$ cat config.mk
export PLATFORM = sky130hd
export DESIGN_NAME = small_poly_serializer
export DESIGN_NICKNAME = d
export VERILOG_FILES = /design/src/rtl/small_poly_serializer.sv
export SDC_FILE = /design/constraint.sdc
export NUM_CORES = 1
export LEC_CHECK = 0
export CORE_MARGIN = 5
export CORE_UTILIZATION = 39
export CTS_CLUSTER_DIAMETER = 200
export DETAILED_ROUTE_END_ITERATION = 8
export GPL_ROUTABILITY_DRIVEN = 0
export PLACE_DENSITY = 0.75
export RECOVER_POWER = 25
export SKIP_LAST_GASP = 1
export SLEW_MARGIN = 30
export SYNTH_ARGS = -nofsm -noshare
export SYNTH_HDL_FRONTEND = slang
export SYNTH_SLANG_ARGS = --single-unit
$ cat constraint.sdc
create_clock -name clk -period 6.44 [get_ports clk]
set_input_delay 1.932 -clock clk [delete_from_list [all_inputs] [get_ports clk]]
set_output_delay 1.932 -clock clk [all_outputs]
set_load 0.01 [all_outputs]
$ cat src/rtl/small_poly_serializer.sv
// small_poly_serializer
// Reads one 256-coefficient polynomial (32 words of eight 12-bit lanes, stored
// interleaved by the CBD generator) and streams it out in natural order 0..255
// over a valid/ready handshake. Each word is read four times; read n yields
// coefficients 2n and 2n+1. One read is kept in flight ahead of the output.
// Optional build macro: POLY_SER_RANGE_CHECK_EN enables the sticky range_err
// flag (coefficient >= Q seen on a handshake). Without it range_err is 0.
module small_poly_serializer #(
   parameter int COEFF_W = 12,
   parameter int Q       = 3329
) (
   input  logic                 clk,
   input  logic                 rst,
   input  logic                 start,
   input  logic [7:0]           ram_r_start_offset,
   output logic                 ren,
   output logic [7:0]           raddr,
   input  logic [8*COEFF_W-1:0] rdata,
   output logic                 out_valid,
   input  logic                 out_ready,
   output logic [COEFF_W-1:0]   out_coeff,
   output logic [7:0]           out_idx,
   output logic                 out_last,
   output logic                 busy,
   output logic                 done,
   output logic                 range_err
);

   typedef enum logic [2:0] {S_IDLE, S_RD, S_FILL, S_EMIT0, S_EMIT1} state_t;

   if (Q >= (1 << COEFF_W)) begin : g_q_check
      $error("Q must be representable in COEFF_W bits");
   end

   state_t                 state;
   logic [7:0]             offset;
   logic [7:0]             rd_cnt;     // reads issued so far, 0..128
   logic [6:0]             pair_n;     // index of the pair held in pair
   logic                   rd_pend;
   logic [1:0]             rd_q;
   logic                   stage_v;
   logic [2*COEFF_W-1:0]   pair;
   logic [2*COEFF_W-1:0]   stage;
   logic [2*COEFF_W-1:0]   lane_pair;
   logic [2*COEFF_W-1:0]   stage_nxt;
   logic                   hs;
   logic                   last_pair;

   // Quarter q of the polynomial lives in lane pair (0,1),(4,5),(2,3),(6,7)
   function automatic logic [2*COEFF_W-1:0] sel_pair(input logic [8*COEFF_W-1:0] d,
                                                     input logic [1:0] q);
      logic [2*COEFF_W-1:0] r;
      case (q)
         2'd0:    r = d[0*COEFF_W +: 2*COEFF_W];
         2'd1:    r = d[4*COEFF_W +: 2*COEFF_W];
         2'd2:    r = d[2*COEFF_W +: 2*COEFF_W];
         default: r = d[6*COEFF_W +: 2*COEFF_W];
      endcase
      return r;
   endfunction

   // Output decode and the pair that follows the current one; a read landing in
   // the same cycle as the EMIT1 handshake is forwarded straight from rdata
   always_comb begin
      lane_pair = sel_pair(rdata, rd_q);
      stage_nxt = stage_v ? stage : lane_pair;
      out_valid = (state == S_EMIT0) || (state == S_EMIT1);
      hs        = out_valid && out_ready;
      last_pair = (pair_n == 7'd127);
      busy      = (state != S_IDLE);
      out_coeff = '0;
      out_idx   = '0;
      out_last  = 1'b0;
      if (state == S_EMIT0) begin
         out_coeff = pair[COEFF_W-1:0];
         out_idx   = {pair_n, 1'b0};
      end else if (state == S_EMIT1) begin
         out_coeff = pair[2*COEFF_W-1:COEFF_W];
         out_idx   = {pair_n, 1'b1};
         out_last  = last_pair;
      end
   end

   // Control FSM: read issue, prefetch bookkeeping and handshake sequencing
   always_ff @(posedge clk) begin
      if (rst) begin
         state   <= S_IDLE;
         offset  <= '0;
         rd_cnt  <= '0;
         pair_n  <= '0;
         rd_pend <= 1'b0;
         rd_q    <= '0;
         stage_v <= 1'b0;
         ren     <= 1'b0;
         raddr   <= '0;
         done    <= 1'b0;
      end else begin
         ren     <= 1'b0;
         done    <= 1'b0;
         rd_pend <= ren;
         if (rd_pend) stage_v <= 1'b1;
         case (state)
            S_IDLE: begin
               if (start) begin
                  offset  <= ram_r_start_offset;
                  pair_n  <= '0;
                  stage_v <= 1'b0;
                  ren     <= 1'b1;
                  raddr   <= ram_r_start_offset;
                  rd_q    <= 2'd0;
                  rd_cnt  <= 8'd1;
                  state   <= S_RD;
               end
            end
            S_RD: begin
               ren    <= 1'b1;
               raddr  <= offset + {3'b000, rd_cnt[4:0]};
               rd_q   <= rd_cnt[6:5];
               rd_cnt <= rd_cnt + 8'd1;
               state  <= S_FILL;
            end
            S_FILL: begin
               // read 0 goes straight into pair, not into the prefetch slot
               stage_v <= 1'b0;
               state   <= S_EMIT0;
            end
            S_EMIT0: begin
               if (hs) state <= S_EMIT1;
            end
            S_EMIT1: begin
               if (hs) begin
                  if (last_pair) begin
                     done  <= 1'b1;
                     state <= S_IDLE;
                  end else begin
                     pair_n  <= pair_n + 7'd1;
                     stage_v <= 1'b0;
                     if (!rd_cnt[7]) begin
                        ren    <= 1'b1;
                        raddr  <= offset + {3'b000, rd_cnt[4:0]};
                        rd_q   <= rd_cnt[6:5];
                        rd_cnt <= rd_cnt + 8'd1;
                     end
                     state <= S_EMIT0;
                  end
               end
            end
            default: state <= S_IDLE;
         endcase
      end
   end

   // Coefficient datapath: prefetch slot capture and current pair load
   always_ff @(posedge clk) begin
      if (rd_pend) stage <= lane_pair;
      if (state == S_FILL) pair <= lane_pair;
      else if ((state == S_EMIT1) && hs && !last_pair) pair <= stage_nxt;
   end

`ifdef POLY_SER_RANGE_CHECK_EN
   // Sticky out-of-range flag, cleared by an accepted start
   always_ff @(posedge clk) begin
      if (rst) begin
         range_err <= 1'b0;
      end else if ((state == S_IDLE) && start) begin
         range_err <= 1'b0;
      end else if (hs && (out_coeff >= COEFF_W'(Q))) begin
         range_err <= 1'b1;
      end
   end
`else
   assign range_err = 1'b0;
`endif

endmodule

==> flow_metrics.tcl, run 1 <==
set metrics [dict create \
    crit_path_max_incr_delay_ps 1020 \
    stdcell_area_um2 6460 \
    synthFlopType "edfxtp_1" \
    holdCritPathClass "flip-flop to flip-flop" \
    place_area_um2 6180 \
    grt_pass1_vias 3968 \
    hold_viol_final 0 \
    max_cap_viol_count 0 \
    die_y_um 119 \
    ir_drop_uv 126 \
    drt_wl_total_um 12100 \
    drc 0 \
    grt_first_pass_wirelength_um 19800 \
    cts_buffers 9 \
    finClkSkew_ps 6.22 \
    setup_tns_ps 0 \
    cts_tree "yes" \
    yosysMostFrequentCell "edfxtp_1" \
    drt-initial-drc-count 241 \
    p_int_mw 1.02 \
    synth_warnings 0 \
    fin_ws_ps 1930 \
    vias 3731 \
    synth_area_um2 4670 \
    antenna_left 0 \
    hpwl_um 8890 \
    synth_top_area_frac 0.309 \
    grtUsageMet3 0.0508 \
    cts-root-buf "clkbuf_16" \
    ys_seq_elements 88 \
    synth_edf_count 48 \
    rr_worst_depth 8 \
    row_count 40 \
    avgSynthCellArea_um2 11.9 \
    crit_type "input port to flip-flop" \
    clk_path_buf_depth 2 \
    io_buffers 140 \
    use_met2 0.303 \
    power.switching_mw 0.359 \
    io_pins 142 \
    fmax_mhz 222 \
    grt-busiest-layer "met2" \
    core_um2 11900 \
    cts_resized 0 \
    cp.arrival_ps 4740 \
    swShare 0.259 \
    antenna_found_initial 0 \
    post_cts_buffers 0 \
    vias_per_cell 5.51 \
    cp_cell_sequence "dlygate4sd3_1 -> clkbuf_1 -> inv_1 -> and4_1 -> a311o_1" \
    timing.rr.end "raddr[6]" \
    antennaDiodeCount 0 \
    power_frac_comb 0.165 \
    maxSlewViolCount 0 \
    critPathSlowestCell "clkbuf_1" \
    grt_overflow_total 0 \
    dr.pass1.iters 4 \
    r2r_slack_ps 3970 \
    hold_end "raddr[1]" \
    end_kind "flip-flop" \
    p_seq_frac 0.475 \
    use_met1 0.201 \
    area_growth_pct 38.3 \
    syn-num-nets 510 \
    setup_viol 0 \
    cp_max_fo 30 \
    seq_area_frac_synth 0.480 \
    synthTopCellsByCount "edfxtp_1 (48), dfxtp_1 (40), nand2_1 (31)" \
    r2r-start "rd_cnt[0]" \
    status "completed" \
    synth_top_area_cell "edfxtp_1" \
    wl_per_cell_um 17.9 \
    rsz0062_at_grt "no" \
    finalPower_mw 1.38 \
    path_clk_slew_ps 60 \
    grt_max_degree 31 \
    crit_path_start_kind "input port" \
    fillers 1009 \
    place_ws_ps 2290 \
    synth_cells 393 \
    nets 642 \
    min_period_ps 4510 \
    crit_required_ps 6670 \
    worstMarginPinSlew_ps 1410 \
    grt_usage 0.174 \
    ys_types 64 \
    async_reset_ff_frac 0 \
    drive_gt1_frac 0.158 \
    slew_headroom 0.0586 \
    start_util 0.394 \
    cts_sinks 88 \
    dieArea_um2 14300 \
    p_per_area_nw_per_um2 214 \
    min_path_cells 2 \
    pwr-share-clk 0.360 \
    hold_start "raddr[1]" \
    cts_htree_levels 3 \
    synth_area_leaders "edfxtp_1 (31%), dfxtp_1 (17%), mux4_2 (12%)" \
    p_leak_nw 2.18 \
    insertion_delay_ps 340 \
    timing.final.crit_share 0.700 \
    die_x_um 119 \
    postCtsHoldBufs 0 \
]
[cells by family after synthesis]
| group | synth area share |
|---|---|
| flops | 0.480 |
| fa+ha+maj | 0.0257 |
| other cells | 0.000803 |
| buf+inv | 0.0370 |
| simple gates | 0.127 |
| xor+xnor | 0.0112 |
| compound gates | 0.133 |
| mux | 0.185 |
[power by group through the flow]
stage | sequential, mW | clock (mW) | combinational [mW]
after global placement | 0.666 | 0 | 0.225
after CTS | 0.657 | 0.506 | 0.232
after floorplan | 0.662 | 0 | 0.116
after global routing | 0.661 | 0.531 | 0.248
after detailed placement | 0.669 | 0 | 0.231
final | 0.657 | 0.498 | 0.229
[metrics by stage]
| step | instances | util | hold WS [ps] |
|---|---|---|---|
| 3_5_place_dp | 661 | 0.521 | 451 |
| 5_1_grt | 677 | 0.545 | 490 |
| 2_1_floorplan | 393 | - | 430 |
| 4_1_cts | 677 | 0.545 | 465 |
| 6_report | 677 | 0.545 | 466 |
| 3_3_place_gp | 661 | 0.521 | 451 |
[worst max-delay path: cells and delay by family]
| family | cells | cell delay, ps |
|---|---|---|
| simple gates | 1 | 370 |
| compound gates | 1 | 260 |
| buf+inv | 3 | 2170 |
[cell usage in the layout (no fill, tap or decap), drive strengths merged, types with 3 or more instances in the layout]
master	n
a31oi	4
buf	4
ha	8
a211oi	4
nor3	5
and3	5
dlygate4sd3	17
mux4	24
or3	3
nor3b	4
mux2i	4
nor2b	4
edfxtp	48
and4	4
nand3	14
clkinv	3
a21oi	26
a22o	12
mux2	25
o32ai	4
clkbuf	10
o22ai	3
dfxtp	40
o21ai	13
nand2b	5
and2	9
nor2	21
xnor2	6
inv	17
nand2	32
o21a	3
clkdlybuf4s50	123
[state kept, by name, summed over array words and instances, names as in the netlist, 2 cells and up]
signal,count
pair,24
stage,24
offset,8
raddr,8
rd_cnt,8
pair_n,7
state,3
rd_q,2
[worst max path at each step]
stage	to	slack (ps)	startpoint	depth (start not counted)
floorplan	pair[0]	2610	out_ready	4
global placement	out_idx[3]	2400	state[2]	4
detailed placement	out_idx[6]	2290	state[2]	4
CTS	out_idx[6]	1920	state[2]	4
global route	out_idx[6]	1710	state[2]	4
finish	raddr[6]	1930	rst	5
[area by class of cell]
class	instances	area, um2	share of cell area
multi-input cells	267	2260	0.350
clock inverters	7	55.1	0.00852
well taps	147	184	0.0285
repair buffers	145	1440	0.222
flip-flops and latches	88	2250	0.348
inverters	14	52.6	0.00813
clock buffers	9	225	0.0348
[metal layers]
metal  vias up  part of all wire
met3        21             0.073
met4         0             0.022
met5         -                 0
li1       1769                 -
met1      1807              0.40
met2       134              0.50
Power figures use the tool's default switching activity.
==> inputs of run 2 (changes only) <==
==> constraint.sdc (replaced) <==
create_clock -name clk -period 4.2 [get_ports clk]
set_input_delay 1.26 -clock clk [delete_from_list [all_inputs] [get_ports clk]]
set_output_delay 1.26 -clock clk [all_outputs]
set_load 0.01 [all_outputs]
==> flow_metrics.tcl, run 2 (same netlist as run 1, synthesis figures left out) <==
set metrics [dict create \
    cp.arrival_ps 2610 \
    core_um2 11900 \
    drt-initial-drc-count 279 \
    io_pins 142 \
    cp_cell_sequence "nand2b_1 -> o22ai_1 -> and2_1 -> clkdlybuf4s50_1" \
    cts_sinks 88 \
    final_cell_mix "clkdlybuf4s50_1 (124), edfxtp_1 (48), dfxtp_1 (38)" \
    cts_htree_levels 3 \
    dr.pass1.iters 4 \
    crit_type "flip-flop to output port" \
    nets 642 \
    cp_max_fo 15 \
    drc 0 \
    setup_viol 0 \
    die_y_um 119 \
    area_growth_pct 38.2 \
    cts_resized 0 \
    critPathSlowestCell "dfxtp_1" \
    cts_tree "yes" \
    insertion_delay_ps 340 \
    drt_wl_total_um 11700 \
    cts_buffers 9 \
    postCtsHoldBufs 0 \
    slew_headroom 0.127 \
    ir_drop_uv 205 \
    reg_top3 "pair: 24 flops, stage: 24 flops" \
    grt_pass1_vias 3910 \
    start_util 0.394 \
    critPathBufInv 1 \
    grt_max_degree 30 \
    row_count 40 \
    rsz0062_at_grt "no" \
    p_leak_nw 2.17 \
    dieArea_um2 14300 \
    stdcell_area_um2 6460 \
    whs_ps 463 \
    antenna_found_initial 1 \
    final_common_cell "clkdlybuf4s50_1" \
    max_cap_viol_count 0 \
    io_buffers 140 \
    p_per_area_nw_per_um2 325 \
    post_cts_buffers 0 \
    vias_per_cell 5.42 \
    grt_first_pass_wirelength_um 19000 \
    finClkSkew_ps 8.61 \
    clk_path_buf_depth 2 \
    path_clk_slew_ps 60 \
    timing.final.crit_share 0.922 \
    fmax_mhz 258 \
    drive_gt1_frac 0.157 \
    holdCritPathClass "flip-flop to flip-flop" \
    antenna_left 0 \
    die_x_um 119 \
    worstMarginPinSlew_ps 1310 \
    wl_per_cell_um 17.2 \
    vias 3673 \
    end_kind "output port" \
    status "completed" \
    cp_top_family "flip-flops" \
    crit_path_start_kind "flip-flop" \
    crit_required_ps 2940 \
    hpwl_um 8540 \
    min_period_ps 3870 \
    hold_viol_final 0 \
    maxSlewViolCount 0 \
    setup_tns_ps 0 \
    grt_usage 0.165 \
    crit_path_max_incr_delay_ps 720 \
    cts-root-buf "clkbuf_16" \
    grt_overflow_total 0 \
    place_area_um2 6180 \
]
==> run 2: cell type report <==
| type | count | area (um2) |
|---|---|---|
| Multi-Input combinational cell | 267 | 2260 |
| Clock inverter | 6 | 45.0 |
| Tap cell | 147 | 184 |
| Clock buffer | 10 | 229 |
| Fill cell | 993 | 5410 |
| Timing Repair Buffer | 145 | 1440 |
| Antenna cell | 1 | 2.50 |
| Inverter | 14 | 52.6 |
| Sequential cell | 88 | 2240 |
==> run 2: routing by layer <==
layer	track usage	part of all wire
met1	0.196	0.40
met2	0.283	0.51
met3	0.0518	0.080
met4	0.0544	0.016
met5	0	0
==> run 2: where the power goes <==
group | switching (mW) | total, mW | internal, mW
Sequential | 0.0390 | 1.01 | 0.967
Clock | 0.339 | 0.742 | 0.403
Combinational | 0.153 | 0.349 | 0.196
==> run 2: per-stage QoR <==
stage	util	total power, mW	worst slack (ps)	instances
detailed placement	0.521	1.38	678	661
floorplan	-	1.19	1040	393
CTS	0.544	2.12	316	677
global route	0.544	2.19	118	678
finish	0.544	2.10	329	678
global placement	0.521	1.37	835	661
==> run 2: worst paths after layout <==
path	from	end	slack (ps)	cells past startpoint
worst max-delay path	state[2]	out_idx[4]	330	4
worst min-delay path	raddr[1]	raddr[1]	460	2
worst max register to register	state[2]	rd_cnt[4]	1730	5
worst min register to register	raddr[1]	raddr[1]	460	2
==> run 2: worst register-to-register path: cells and delay by family, from the launching register on <==
kind | cells | cell delay (ps)
simple gates | 1 | 370
flops | 1 | 720
compound gates | 4 | 1270
